<file path="src/rtl/md_acc_pkg.sv">
// Shared types and constants for the force accumulation sequencer.
package md_acc_pkg;

    localparam int unsigned DATA_W_DEF = 32;
    localparam int unsigned ID_W_DEF   = 9;
    localparam int unsigned CNT_W_DEF  = 8;

    localparam logic [31:0] FP_ZERO = 32'h0000_0000;

    typedef enum logic [1:0] {
        IDLE  = 2'd0,
        ACC   = 2'd1,
        FLUSH = 2'd2
    } acc_state_e;

endpackage

</file>
<file path="src/rtl/force_acc_seq_fp_acc.sv">
// FP_ACC: single-cycle fp32 adder with result register (result <= ax + ay when ena).
// Round-to-nearest-even; subnormal inputs and results are flushed to zero.
module FP_ACC (
    input  logic        clk,
    input  logic        clr,
    input  logic        ena,
    input  logic [31:0] ax,
    input  logic [31:0] ay,
    output logic [31:0] result
);

    logic [31:0]       result_q, sum_d;
    logic              swap, eff_sub, found;
    logic [31:0]       big, sml;
    logic [7:0]        e_big, e_sml, diff;
    logic [26:0]       m_big, m_sml, m_aln, lost_mask, nrm;
    logic [27:0]       raw;
    logic [4:0]        lz;
    logic signed [9:0] e_nrm;
    logic              rnd_up;
    logic [24:0]       m_rnd;
    logic [22:0]       frac;

    always_comb begin
        swap      = ay[30:0] > ax[30:0];
        big       = swap ? ay : ax;
        sml       = swap ? ax : ay;
        e_big     = big[30:23];
        e_sml     = sml[30:23];
        m_big     = (e_big == 8'd0) ? '0 : {1'b1, big[22:0], 3'b000};
        m_sml     = (e_sml == 8'd0) ? '0 : {1'b1, sml[22:0], 3'b000};
        diff      = e_big - e_sml;
        eff_sub   = big[31] ^ sml[31];
        lost_mask = '0;

        // Alignment keeps a sticky bit so shifted-out mass still affects rounding.
        if (diff >= 8'd27) begin
            m_aln = {26'b0, |m_sml};
        end else begin
            lost_mask = (27'd1 << diff) - 27'd1;
            m_aln     = (m_sml >> diff) | {26'b0, |(m_sml & lost_mask)};
        end

        raw = eff_sub ? ({1'b0, m_big} - {1'b0, m_aln}) : ({1'b0, m_big} + {1'b0, m_aln});

        lz    = '0;
        found = 1'b0;
        for (int unsigned i = 0; i < 27; i++) begin
            if (!found && raw[26 - i]) begin
                lz    = 5'(i);
                found = 1'b1;
            end
        end

        if (raw[27]) begin
            nrm   = raw[27:1] | {26'b0, raw[0]};
            e_nrm = $signed({2'b00, e_big}) + 10'sd1;
        end else begin
            nrm   = raw[26:0] << lz;
            e_nrm = $signed({2'b00, e_big}) - $signed({5'b00000, lz});
        end

        rnd_up = nrm[2] & (nrm[1] | nrm[0] | nrm[3]);
        m_rnd  = {1'b0, nrm[26:3]} + {24'b0, rnd_up};
        frac   = m_rnd[24] ? m_rnd[23:1] : m_rnd[22:0];
        if (m_rnd[24]) begin
            e_nrm = e_nrm + 10'sd1;
        end

        sum_d = {big[31], e_nrm[7:0], frac};
        if (e_big == 8'hFF) begin
            sum_d = ((e_sml == 8'hFF && eff_sub) || big[22:0] != 23'd0) ? 32'h7FC0_0000 : big;
        end else if (raw == 28'd0) begin
            sum_d = {big[31] & sml[31], 31'b0};
        end else if (e_nrm >= 10'sd255) begin
            sum_d = {big[31], 8'hFF, 23'b0};
        end else if (e_nrm <= 10'sd0) begin
            sum_d = {big[31], 31'b0};
        end
    end

    always_ff @(posedge clk) begin
        if (clr) begin
            result_q <= '0;
        end else if (ena) begin
            result_q <= sum_d;
        end
    end

    assign result = result_q;

endmodule

</file>
<file path="src/rtl/force_acc_seq.sv">
// Sequencer turning a tagged fp32 partial-force stream into one summed force per group.
// Optional id consistency check enabled by defining ACC_IDCHK_EN.
module force_acc_seq
    import md_acc_pkg::*;
#(
    parameter int unsigned DATA_WIDTH = DATA_W_DEF,
    parameter int unsigned ID_WIDTH   = ID_W_DEF,
    parameter int unsigned CNT_WIDTH  = CNT_W_DEF
) (
    input  logic                  clk,
    input  logic                  rst,
    input  logic                  in_valid,
    output logic                  in_ready,
    input  logic [DATA_WIDTH-1:0] in_data,
    input  logic [ID_WIDTH-1:0]   in_id,
    input  logic                  in_last,
    output logic                  out_valid,
    input  logic                  out_ready,
    output logic [DATA_WIDTH-1:0] out_data,
    output logic [ID_WIDTH-1:0]   out_id,
    output logic [CNT_WIDTH-1:0]  out_cnt,
    output logic                  err
);

    acc_state_e            state_q, state_d;
    logic [ID_WIDTH-1:0]   cur_id_q, cur_id_d;
    logic [CNT_WIDTH-1:0]  cnt_q, cnt_d;
    logic                  out_valid_q, out_valid_d;
    logic [DATA_WIDTH-1:0] out_data_q, out_data_d;
    logic [ID_WIDTH-1:0]   out_id_q, out_id_d;
    logic [CNT_WIDTH-1:0]  out_cnt_q, out_cnt_d;
    logic                  slot_free, accept, capture;
    logic [DATA_WIDTH-1:0] acc_ay, acc_result;
`ifdef ACC_IDCHK_EN
    logic                  err_q, err_d;
`endif

    assign slot_free = !out_valid_q || out_ready;
    assign in_ready  = !rst && (state_q != FLUSH || slot_free);
    assign accept    = in_valid && in_ready;
    assign capture   = (state_q == FLUSH) && slot_free;
    // Only an open group feeds back; every group's first sample is seeded from zero.
    assign acc_ay    = (state_q == ACC) ? acc_result : DATA_WIDTH'(FP_ZERO);

    FP_ACC u_fp_acc (
        .clk    (clk),
        .clr    (rst),
        .ena    (accept),
        .ax     (in_data),
        .ay     (acc_ay),
        .result (acc_result)
    );

    always_comb begin
        state_d     = state_q;
        cur_id_d    = cur_id_q;
        cnt_d       = cnt_q;
        out_valid_d = out_valid_q && !out_ready;
        out_data_d  = out_data_q;
        out_id_d    = out_id_q;
        out_cnt_d   = out_cnt_q;
`ifdef ACC_IDCHK_EN
        err_d       = err_q;
`endif

        if (capture) begin
            state_d     = IDLE;
            out_valid_d = 1'b1;
            out_data_d  = acc_result;
            out_id_d    = cur_id_q;
            out_cnt_d   = cnt_q;
        end

        // A sample taken in FLUSH overrides the IDLE fallback above and opens the next group.
        if (accept) begin
            state_d = in_last ? FLUSH : ACC;
            if (state_q == ACC) begin
                if (cnt_q != '1) begin
                    cnt_d = cnt_q + CNT_WIDTH'(1);
                end
`ifdef ACC_IDCHK_EN
                if (in_id != cur_id_q) begin
                    err_d = 1'b1;
                end
`endif
            end else begin
                cur_id_d = in_id;
                cnt_d    = CNT_WIDTH'(1);
            end
        end
    end

    always_ff @(posedge clk) begin
        if (rst) begin
            state_q     <= IDLE;
            cur_id_q    <= '0;
            cnt_q       <= '0;
            out_valid_q <= 1'b0;
            out_data_q  <= '0;
            out_id_q    <= '0;
            out_cnt_q   <= '0;
`ifdef ACC_IDCHK_EN
            err_q       <= 1'b0;
`endif
        end else begin
            state_q     <= state_d;
            cur_id_q    <= cur_id_d;
            cnt_q       <= cnt_d;
            out_valid_q <= out_valid_d;
            out_data_q  <= out_data_d;
            out_id_q    <= out_id_d;
            out_cnt_q   <= out_cnt_d;
`ifdef ACC_IDCHK_EN
            err_q       <= err_d;
`endif
        end
    end

    assign out_valid = out_valid_q;
    assign out_data  = out_data_q;
    assign out_id    = out_id_q;
    assign out_cnt   = out_cnt_q;
`ifdef ACC_IDCHK_EN
    assign err       = err_q;
`else
    assign err       = 1'b0;
`endif

endmodule

</file>
<file path="config.mk">
export PLATFORM = sky130hd
export DESIGN_NAME = force_acc_seq
export DESIGN_NICKNAME = d
export VERILOG_FILES = /design/src/rtl/md_acc_pkg.sv /design/src/rtl/force_acc_seq_fp_acc.sv /design/src/rtl/force_acc_seq.sv
export SDC_FILE = /design/constraint.sdc
export NUM_CORES = 1
export LEC_CHECK = 0
export CORE_UTILIZATION = 32
export CTS_CLUSTER_DIAMETER = 120
export DETAILED_ROUTE_END_ITERATION = 10
export PLACE_DENSITY = 0.49
export SKIP_LAST_GASP = 1
export SLEW_MARGIN = 25
export SYNTH_ARGS = -nofsm -noshare
export SYNTH_HDL_FRONTEND = slang
export SYNTH_SLANG_ARGS = --single-unit
</file>
<file path="constraint.sdc">
create_clock -name clk -period 56.5 [get_ports clk]
set_input_delay 11.3 -clock clk [delete_from_list [all_inputs] [get_ports clk]]
set_output_delay 11.3 -clock clk [all_outputs]
set_load 0.02 [all_outputs]
</file>
# --- Yosys cells after proc, flatten, opt, wreduce, memory -nomap -nowiden ---
# Cells that the tools add are included.
op_classes:
  addsub: 9
  n_lt_le_gt_ge: 4
  eq_ne: 7
  n_shift: 3
  muxes: 74
  bitwise_logic: 9
  reduce_logical: 72
ops:
  columns: ["cell", "n"]
  rows:
  - ["two-way mux 32 bit", 6]
  - ["two-way mux 27 bit", 4]
  - ["two-way mux 31 bit", 2]
  - ["two-way mux 5 bit", 11]
  - ["bitwise OR 27 x 1 -> 27 bit", 2]
  - ["OR reduction 27 bit", 2]
  - ["two-way mux 4 bit", 8]
  - ["greater-than comparator 31 bit", 1]
  - ["logical AND 1 bit", 31]
  - ["zero test 1 bit", 29]
  - ["adder 27 x 27 -> 28 bit", 1]
  - ["zero test 28 bit", 1]
  - ["two-way mux 1 bit", 28]
  - ["two-way mux 28 bit", 1]
  - ["subtractor 27 x 27 -> 28 bit", 1]
  - ["AND 27 bit", 1]
  - ["<< shifter 1 x 8 -> 27 bit, first input constant", 1]
  - ["<< shifter 27 x 5 -> 27 bit", 1]
  - ["right shift 27 x 8 -> 27 bit", 1]
  - ["subtractor 27 x 1 -> 27 bit, second input constant", 1]
  - ["adder 24 x 1 -> 25 bit", 1]
  - ["two-way mux 23 bit", 1]
  - ["nonzero test 23 bit", 1]
  - ["two-way mux 10 bit", 2]
  - ["25 further kinds", 40]
word_totals:
  ff_bits: 101
  inputBits: 46
  out_inout_bits: 52
  elab_cells: 186

# --- Longest topological paths before layout ---
# Gate-level depths: netlist of the first run.
depth:
  ltp_word: 104
  depth_mapped: 86
  ltp_nobuf: 68

# --- Modules after synthesis ---
# From an unflattened synthesis of the first run, not the netlist that was laid out.
unflattened:
  cells_unflattened: 2330
  area_unflattened_um2: 15640.0
modules_own_cells:
  columns: ["mod", "instances", "cells_per_inst", "area_per_inst_um2"]
  rows:
  - ["FP_ACC", 1, 1981, 12851.1]
  - ["force_acc_seq", 1, 349, 2788.9]

# --- Worst setup path after synthesis of the first run ---
# OpenSTA, ideal clock, no wires.
synth_timing:
  path_type: "input port to flip-flop"
  startpoint: "input in_data[4]"
  endpoint: "register u_fp_acc.result_q[15], in the netlist u_fp_acc.result[15]"
  setup_ns: 0.087
  t_arrival_ns: 25.857
  setup_slack_ns: 30.556
  cell_stages: 70
  n_path_buf: 14
  cell_sequence: "inv_1 ha_1 a211oi_1 nor2_1 o31a_1 o41ai_4 o21a_1 buf_4 buf_6 buf_8 buf_2 buf_1 buf_1 clkbuf_1 clkbuf_1 nor3_1 a21oi_1 ha_1 (+34 left out) ha_1 inv_1 fa_1 a21o_1 a21oi_1 nor2b_1 nor2_1 nand2_1 mux2i_1 xnor2_1 nand2_1 nor2_1 nor4b_1 a21oi_1 nor3_1 nand4bb_1 buf_4 o31ai_1"
synth_via:
  elab_chain_len: 102
  elab_cells_between_ends: 151
  classes_between: "add/sub (8); order compare (4); eq/ne (2); shift (3); mux (67); bitwise (7); reduce/logical (60)"
synth_lines:
  columns: ["element", "line_no", "text"]
  rows:
  - ["start, declared", "force_acc_seq.sv:14", "input logic [DATA_WIDTH-1:0] in_data,"]
  - ["greater-than comparator 31 bit", "force_acc_seq_fp_acc.sv:25", "swap = ay[30:0] > ax[30:0];"]
  - ["two-way mux 32 bit, on equally long branches", "force_acc_seq_fp_acc.sv:26, force_acc_seq_fp_acc.sv:27", null]
  - ["subtractor 8 bit", "force_acc_seq_fp_acc.sv:32", "diff = e_big - e_sml;"]
  - ["<< shifter 1 x 8 -> 27 bit", "force_acc_seq_fp_acc.sv:40", "lost_mask = (27'd1 << diff) - 27'd1;"]
  - ["subtractor 27 x 1 -> 27 bit", "force_acc_seq_fp_acc.sv:40", null]
  - ["AND 27 bit", "force_acc_seq_fp_acc.sv:41", "m_aln = (m_sml >> diff) | {26'b0, |(m_sml & lost_mask)};"]
  - ["OR reduction 27 bit", "force_acc_seq_fp_acc.sv:41", null]
  - ["bitwise OR 27 x 1 -> 27 bit", "force_acc_seq_fp_acc.sv:41", null]
  - ["(+86 left out)", null, null]
  - ["AND 1 bit", "force_acc_seq_fp_acc.sv:63", "rnd_up = nrm[2] & (nrm[1] | nrm[0] | nrm[3]);"]
  - ["adder 24 x 1 -> 25 bit", "force_acc_seq_fp_acc.sv:64", "m_rnd = {1'b0, nrm[26:3]} + {24'b0, rnd_up};"]
  - ["two-way mux 10 bit", "force_acc_seq_fp_acc.sv:66", "if (m_rnd[24]) begin"]
  - ["<= comparator 10 x 1 -> 1 bit", "force_acc_seq_fp_acc.sv:77", "end else if (e_nrm <= 10'sd0) begin"]
  - ["two-way mux 31 bit", "force_acc_seq_fp_acc.sv:77", null]
  - ["two-way mux 31 bit", "force_acc_seq_fp_acc.sv:75", "end else if (e_nrm >= 10'sd255) begin"]
  - ["two-way mux 32 bit", "force_acc_seq_fp_acc.sv:73", "end else if (raw == 28'd0) begin"]
  - ["two-way mux 32 bit *", "force_acc_seq_fp_acc.sv:71", "if (e_big == 8'hFF) begin"]
  - ["end signal, assigned", "force_acc_seq_fp_acc.sv:86", "result_q <= sum_d;"]
  - ["end, declared", "force_acc_seq_fp_acc.sv:12", "logic [31:0] result_q, sum_d;"]
# Every way passes the cells marked *; elsewhere a longest branch is shown, timed or not.
# A chain may end at the register's enable or synchronous reset.

# --- Final worst setup path of the first run ---
layout_timing:
  startpoint: "input in_data[6]"
  endpoint: "register u_fp_acc.result_q[15], in the netlist u_fp_acc.result[15]"
# The elaborated chain is that of the path after synthesis.

==> results of run 1 <==
-- area by class of cell --
| class | count | area, µm² |
|---|---|---|
| clock buffers | 11 | 242.7 |
| clock inverters | 5 | 43.79 |
| fillers | 5331 | 30660 |
| inverters | 90 | 342.8 |
| multi-input cells | 1993 | 12520 |
| flip-flops and latches | 101 | 2022 |
| well taps | 615 | 769.5 |
| repair buffers | 133 | 1254 |
-- layer usage --
metal | up-vias | track usage, %
met2 | 891 | 45.47
met4 | 0 | 7.275
met3 | 134 | 5.448
met5 | - | 0
met1 | 8920 | 40.68
li1 | 8606 | -
-- metrics by stage --
| stage | cell area (µm²) | power, W |
|---|---|---|
| 3_5_place_dp | 16890 | 0.0008340 |
| 6_report | 17190 | 0.0009202 |
| 5_1_grt | 17190 | 0.0009695 |
| 4_1_cts | 17180 | 0.0008966 |
| 2_1_floorplan | 15540 | 0.0006117 |
| 3_3_place_gp | 16860 | 0.0008365 |
-- placed cells by master, fill, tap and decap left out, types with 15 or more instances in the layout --
cell,instances
a211oi_1,30
a21o_1,40
nor4_1,26
and3_1,21
nand4_1,28
xor2_1,27
o221ai_1,15
buf_4,36
inv_1,85
nand3_1,90
a31oi_1,38
nand2b_1,25
a21oi_1,232
dfxtp_1,101
and2_1,34
o21ai_0,120
xnor2_1,57
nand2_1,362
or3_1,20
nor2_1,216
o211ai_1,26
clkdlybuf4s50_1,95
ha_1,72
o31ai_1,18
mux2i_1,57
mux2_2,17
nor3_1,92
-- cells by family (layout without fill, tap and decap cells) --
family / after synthesis / after routing / synth area share, %
adders and majority gates: 73 / 73 / 5.924
AOI/OAI and AO/OA: 745 / 745 / 32.37
buffers and inverters: 249 / 239 / 6.922
DFF: 101 / 101 / 13.01
xor gates and xnor gates: 91 / 91 / 5.345
muxes: 80 / 80 / 5.723
other: 1 / 1 / 0.02412
and+or+nand+nor: 1003 / 1003 / 30.69
-- worst max path at each step --
stage                     start                               end  depth (start not counted)
finish               in_data[6]  u_fp_acc.result[15]$_SDFFE_PP0P_                         56
global route        in_data[12]   u_fp_acc.result[7]$_SDFFE_PP0P_                         54
CTS                  in_data[6]   u_fp_acc.result[7]$_SDFFE_PP0P_                         55
detailed placement   in_data[6]   u_fp_acc.result[7]$_SDFFE_PP0P_                         56
global placement     in_data[6]  u_fp_acc.result[15]$_SDFFE_PP0P_                         58
floorplan            in_data[4]  u_fp_acc.result[15]$_SDFFE_PP0P_                         70
-- where the power goes --
group          internal [W]  leakage, nW  total [W]  switching [W]
registers         0.0000793        0.822  0.0000899      0.0000106
clock network     0.0000316        0.134  0.0000594      0.0000278
logic              0.000252         5.41   0.000771       0.000519
-- worst max-delay path: cells and delay by family --
kind | cells | cell delay, ns
adder cells (fa/ha/maj) | 5 | 1.73
buffers and inverters | 4 | 1.70
AO/OA/AOI/OAI | 20 | 6.32
AND/OR/NAND/NOR | 21 | 5.63
XOR/XNOR | 4 | 1.29
multiplexers | 2 | 0.48
-- flip-flops by register name, summed over array words and instances, names as in the netlist --
name / flops
state_q: 2
cur_id_q: 9
out_id: 9
cnt_q: 8
out_valid: 1
out_data: 32
out_cnt: 8
u_fp_acc.result: 32
==> flow_metrics.env, run 1 <==
export IMPL_worst_path_max_delay_cell="clkdlybuf4s50_1"
export IMPL_rsz0062_at_grt="no"
export IMPL_initialDrtViolationCount=2067
export IMPL_crit_fanout=29
export IMPL_hp_start="out_cnt[0]$_SDFFE_PP0P_"
export IMPL_cp_arrival_ns=28.49
export IMPL_holdPathStages=2
export IMPL_fin_skew_ns=0.007354
export IMPL_die_w_um=222.4
export IMPL_clockBufferDepth=2
export IMPL_slew_violations=0
export IMPL_worstSetupPathType="in2reg"
export IMPL_max_stage_delay_ns=0.81
export IMPL_fp_coreArea_um2=47850
export IMPL_fmax_mhz=35.41
export IMPL_cts_sinks=101
export IMPL_ys_ff_latch=101
export IMPL_post_route_util_pct=35.93
export IMPL_place_congestion=0.9871
export IMPL_setup_viol=0
export IMPL_dpl_hpwl_mm=58.71
export IMPL_fin_crit_sh_pct=49.99
export IMPL_clock_latency_ns=0.35
export IMPL_wl_mm=74.77
export IMPL_pin_count=98
export IMPL_grt_ovfl_total=0
export IMPL_ir_drop_uv=53.71
export IMPL_die_y_um=222.4
export IMPL_synth_nets=2462
export IMPL_place_ws_ns=28.27
export IMPL_postCtsSetupBuffers=0
export IMPL_synth_most_common_cell="nand2_1"
export IMPL_whs_endpoint="out_cnt[0]$_SDFFE_PP0P_"
export IMPL_antenna_found_initial=0
export IMPL_postRouteAntennaNets=0
export IMPL_synthCells=2343
export IMPL_async_flop_share_pct=0
export IMPL_synthTopCellsByCount="nand2_1, a21oi_1, nor2_1, o21ai_0"
export IMPL_outcome="finished clean"
export IMPL_end_kind="flop"
export IMPL_rows=80
export IMPL_rr_startpoint="state_q[0]$_SDFFE_PP0P_"
export IMPL_yosys_warnings=0
export IMPL_rrSetupSlack_ns=38.58
export IMPL_p_per_area_nw_per_um2=53.53
export IMPL_hp_class="reg2reg"
export IMPL_cts_root_buf="clkbuf_16"
export IMPL_synth_area_top_cells="dfxtp_1, nand2_1, a21oi_1"
export IMPL_grt_max_degree=75
export IMPL_h_tree_depth=3
export IMPL_wl_met1_mm=33.82
export IMPL_leakage_nw=6.365
export IMPL_diodes=0
export IMPL_seq_area_frac_synth_pct=13.01
export IMPL_required_ns=56.75
export IMPL_vias_per_cell=6.293
export IMPL_die_area_um2=49460
export IMPL_avgSynthCellArea_um2=6.635
export IMPL_holdWs_ns=0.4532
export IMPL_slew_headroom_pct=23.38
export IMPL_synth_edff_count=0
export IMPL_cp_start_kind="input port"
export IMPL_instances_no_fill=2948
export IMPL_grt_usage_pct=29.06
export IMPL_crit_top_cell="ha_1"
export IMPL_grt_pass1_vias=17050
export IMPL_fin_ws_ns=28.26
export IMPL_r2r_cells=58
export IMPL_timing_rr_end="u_fp_acc.result[15]$_SDFFE_PP0P_"
export IMPL_vias=18550
export IMPL_nets=2447
export IMPL_yosysTopAreaCell="dfxtp_1"
export IMPL_synth_area_um2=15540
export IMPL_min_period_ns=28.24
export IMPL_wl_met3_mm=6.353
export IMPL_initial_core_util_pct=32.49
export IMPL_port_buffers=96
export IMPL_top_layer="met4"
export IMPL_cts_resized=0
export IMPL_dr_pass1_iters=6
export IMPL_ctsHoldBuffers=0
export IMPL_finalSetupTns_ns=0
export IMPL_area_delta_synth_final_pct=10.58
export IMPL_layout_drive_gt1_share_pct=6.172
export IMPL_cts_tree="built"
export IMPL_grt_pass1_wl_mm=110.7
export IMPL_ys_types=108
export IMPL_maxCapViolCount=0
export IMPL_synthFlopType="dfxtp_1"
export IMPL_yosys_area_top_type_share_pct=13.01
export IMPL_cts_made_buffers=9
export IMPL_post_place_cells=2932
export IMPL_hold_violations=0
export IMPL_wl_per_cell_um=25.36
export IMPL_clk_pin_slew_ns=0.07
export IMPL_drc=0
export IMPL_worst_slew_pin_slew_ns=1.117
export IMPL_wl_met2_mm=32.65
(Power assumes the default switching activity.)
==> run 2: changes to the inputs <==
PLACE_DENSITY = 0.51   (was 0.49)
clock period = 25.2 ns   (was 56.5 ns; I/O delays follow)
==> flow_metrics.env, run 2 (synthesized netlist as in run 1, its figures left out) <==
export IMPL_clock_latency_ns=0.34
export IMPL_clockBufferDepth=2
export IMPL_cts_tree="built"
export IMPL_worst_path_max_delay_cell="clkdlybuf4s50_1"
export IMPL_nets=2447
export IMPL_slew_headroom_pct=20.19
export IMPL_hp_start="out_data[29]$_SDFFE_PP0P_"
export IMPL_cts_resized=0
export IMPL_place_congestion=1.015
export IMPL_worst_slew_pin_slew_ns=1.164
export IMPL_slew_violations=0
export IMPL_post_route_util_pct=35.96
export IMPL_min_period_ns=22.83
export IMPL_rows=80
export IMPL_worstSetupPathType="in2reg"
export IMPL_die_w_um=222.4
export IMPL_postRouteAntennaNets=0
export IMPL_cts_made_buffers=9
export IMPL_final_common_cell="nand2_1"
export IMPL_grt_max_degree=74
export IMPL_hold_violations=0
export IMPL_crit_top_cell="ha_1"
export IMPL_grt_pass1_wl_mm=108.7
export IMPL_rr_startpoint="state_q[0]$_SDFFE_PP0P_"
export IMPL_vias=18630
export IMPL_pin_count=98
export IMPL_wl_per_cell_um=24.43
export IMPL_final_cell_mix="nand2_1, a21oi_1, nor2_1, o21ai_0, dfxtp_1"
export IMPL_h_tree_depth=3
export IMPL_area_delta_synth_final_pct=10.69
export IMPL_clk_pin_slew_ns=0.07
export IMPL_grt_pass1_vias=17270
export IMPL_leakage_nw=6.373
export IMPL_initial_core_util_pct=32.49
export IMPL_maxCapViolCount=0
export IMPL_postCtsSetupBuffers=0
export IMPL_wl_mm=72.03
export IMPL_drc=0
export IMPL_max_stage_delay_ns=0.77
export IMPL_finalSetupTns_ns=0
export IMPL_end_kind="flop"
export IMPL_ir_drop_uv=52.55
export IMPL_antenna_found_initial=1
export IMPL_cp_arrival_ns=23.07
export IMPL_crit_fanout=46
export IMPL_required_ns=25.45
export IMPL_outcome="finished clean"
export IMPL_fp_coreArea_um2=47850
export IMPL_die_area_um2=49460
export IMPL_finalPower_w=0.002053
export IMPL_dpl_hpwl_mm=56.54
export IMPL_grt_usage_pct=28.15
export IMPL_setup_viol=0
export IMPL_timing_rr_end="u_fp_acc.result[15]$_SDFFE_PP0P_"
export IMPL_die_y_um=222.4
export IMPL_layout_drive_gt1_share_pct=6.003
export IMPL_rrSetupSlack_ns=6.01
export IMPL_r2r_cells=57
export IMPL_p_per_area_nw_per_um2=119.3
export IMPL_fmax_mhz=43.81
export IMPL_vias_per_cell=6.319
export IMPL_port_buffers=96
export IMPL_rsz0062_at_grt="no"
export IMPL_fin_crit_sh_pct=90.59
export IMPL_fin_skew_ns=0.008018
export IMPL_grt_ovfl_total=0
export IMPL_initialDrtViolationCount=1976
export IMPL_holdWs_ns=0.4530
export IMPL_hp_class="reg2reg"
export IMPL_whs_endpoint="out_data[29]$_SDFFE_PP0P_"
export IMPL_ctsHoldBuffers=0
export IMPL_dr_pass1_iters=9
export IMPL_cts_sinks=101
export IMPL_cp_start_kind="input port"
export IMPL_holdPathStages=2
export IMPL_cts_root_buf="clkbuf_16"
## run 2: changes by cell type in the layout (fill, tap and decap cells not counted), sizes merged
| cell | change |
|---|---|
| diode | +1 |
| inv | -2 |
| clkbuf | -1 |
| clkinvlp | -2 |
| clkinv | +2 |
| bufinv | +2 |
## run 2: layout make-up
cell class / count / area, µm²
diodes: 1 / 2.502
flip-flops and latches: 101 / 2022
multi-input cells: 1993 / 12500
clock inverters: 5 / 86.33
repair buffers: 133 / 1254
fillers: 5251 / 30640
well taps: 615 / 769.5
inverters: 90 / 342.8
clock buffers: 10 / 229.0
## run 2: power by group
part	switching (W)	internal (W)
Clock	0.0000603	0.0000871
Combinational	0.00114	0.000567
Sequential	0.0000242	0.000178
## run 2: critical path, delay by kind of cell
| kind | cells | cell delay (ns) |
|---|---|---|
| simple gates | 25 | 8.24 |
| fa+ha+maj | 5 | 1.76 |
| xor+xnor | 4 | 1.21 |
| mux | 2 | 0.35 |
| buf+inv | 5 | 1.78 |
| compound gates | 14 | 4.60 |
## run 2: worst max path at each step
stage | startpoint | to | slack (ns) | cells past startpoint
floorplan | in_data[4] | u_fp_acc.result[15]$_SDFFE_PP0P_ | 5.52 | 70
global placement | in_data[23] | u_fp_acc.result[7]$_SDFFE_PP0P_ | 2.69 | 57
detailed placement | in_data[23] | u_fp_acc.result[15]$_SDFFE_PP0P_ | 2.52 | 57
finish | in_data[13] | u_fp_acc.result[15]$_SDFFE_PP0P_ | 2.37 | 55
CTS | in_data[23] | u_fp_acc.result[15]$_SDFFE_PP0P_ | 2.83 | 57
global route | in_data[23] | u_fp_acc.result[7]$_SDFFE_PP0P_ | 1.11 | 57
## run 2: per-layer routing
layer | global-route usage (%) | vias up | routed length, µm
met2 | 44.76 | 889 | 32000
met1 | 38.93 | 8968 | 31940
met5 | 0 | - | 0
li1 | - | 8630 | -
met3 | 5.144 | 141 | 6264
met4 | 7.008 | 0 | 1828
## run 2: through the flow
step | setup slack [ns] | std cells | area, µm²
2_1_floorplan | 5.516 | 2343 | 15540
3_3_place_gp | 2.687 | 2931 | 16860
3_5_place_dp | 2.520 | 2932 | 16880
4_1_cts | 2.833 | 2947 | 17200
5_1_grt | 1.107 | 2948 | 17210
6_report | 2.372 | 2948 | 17210
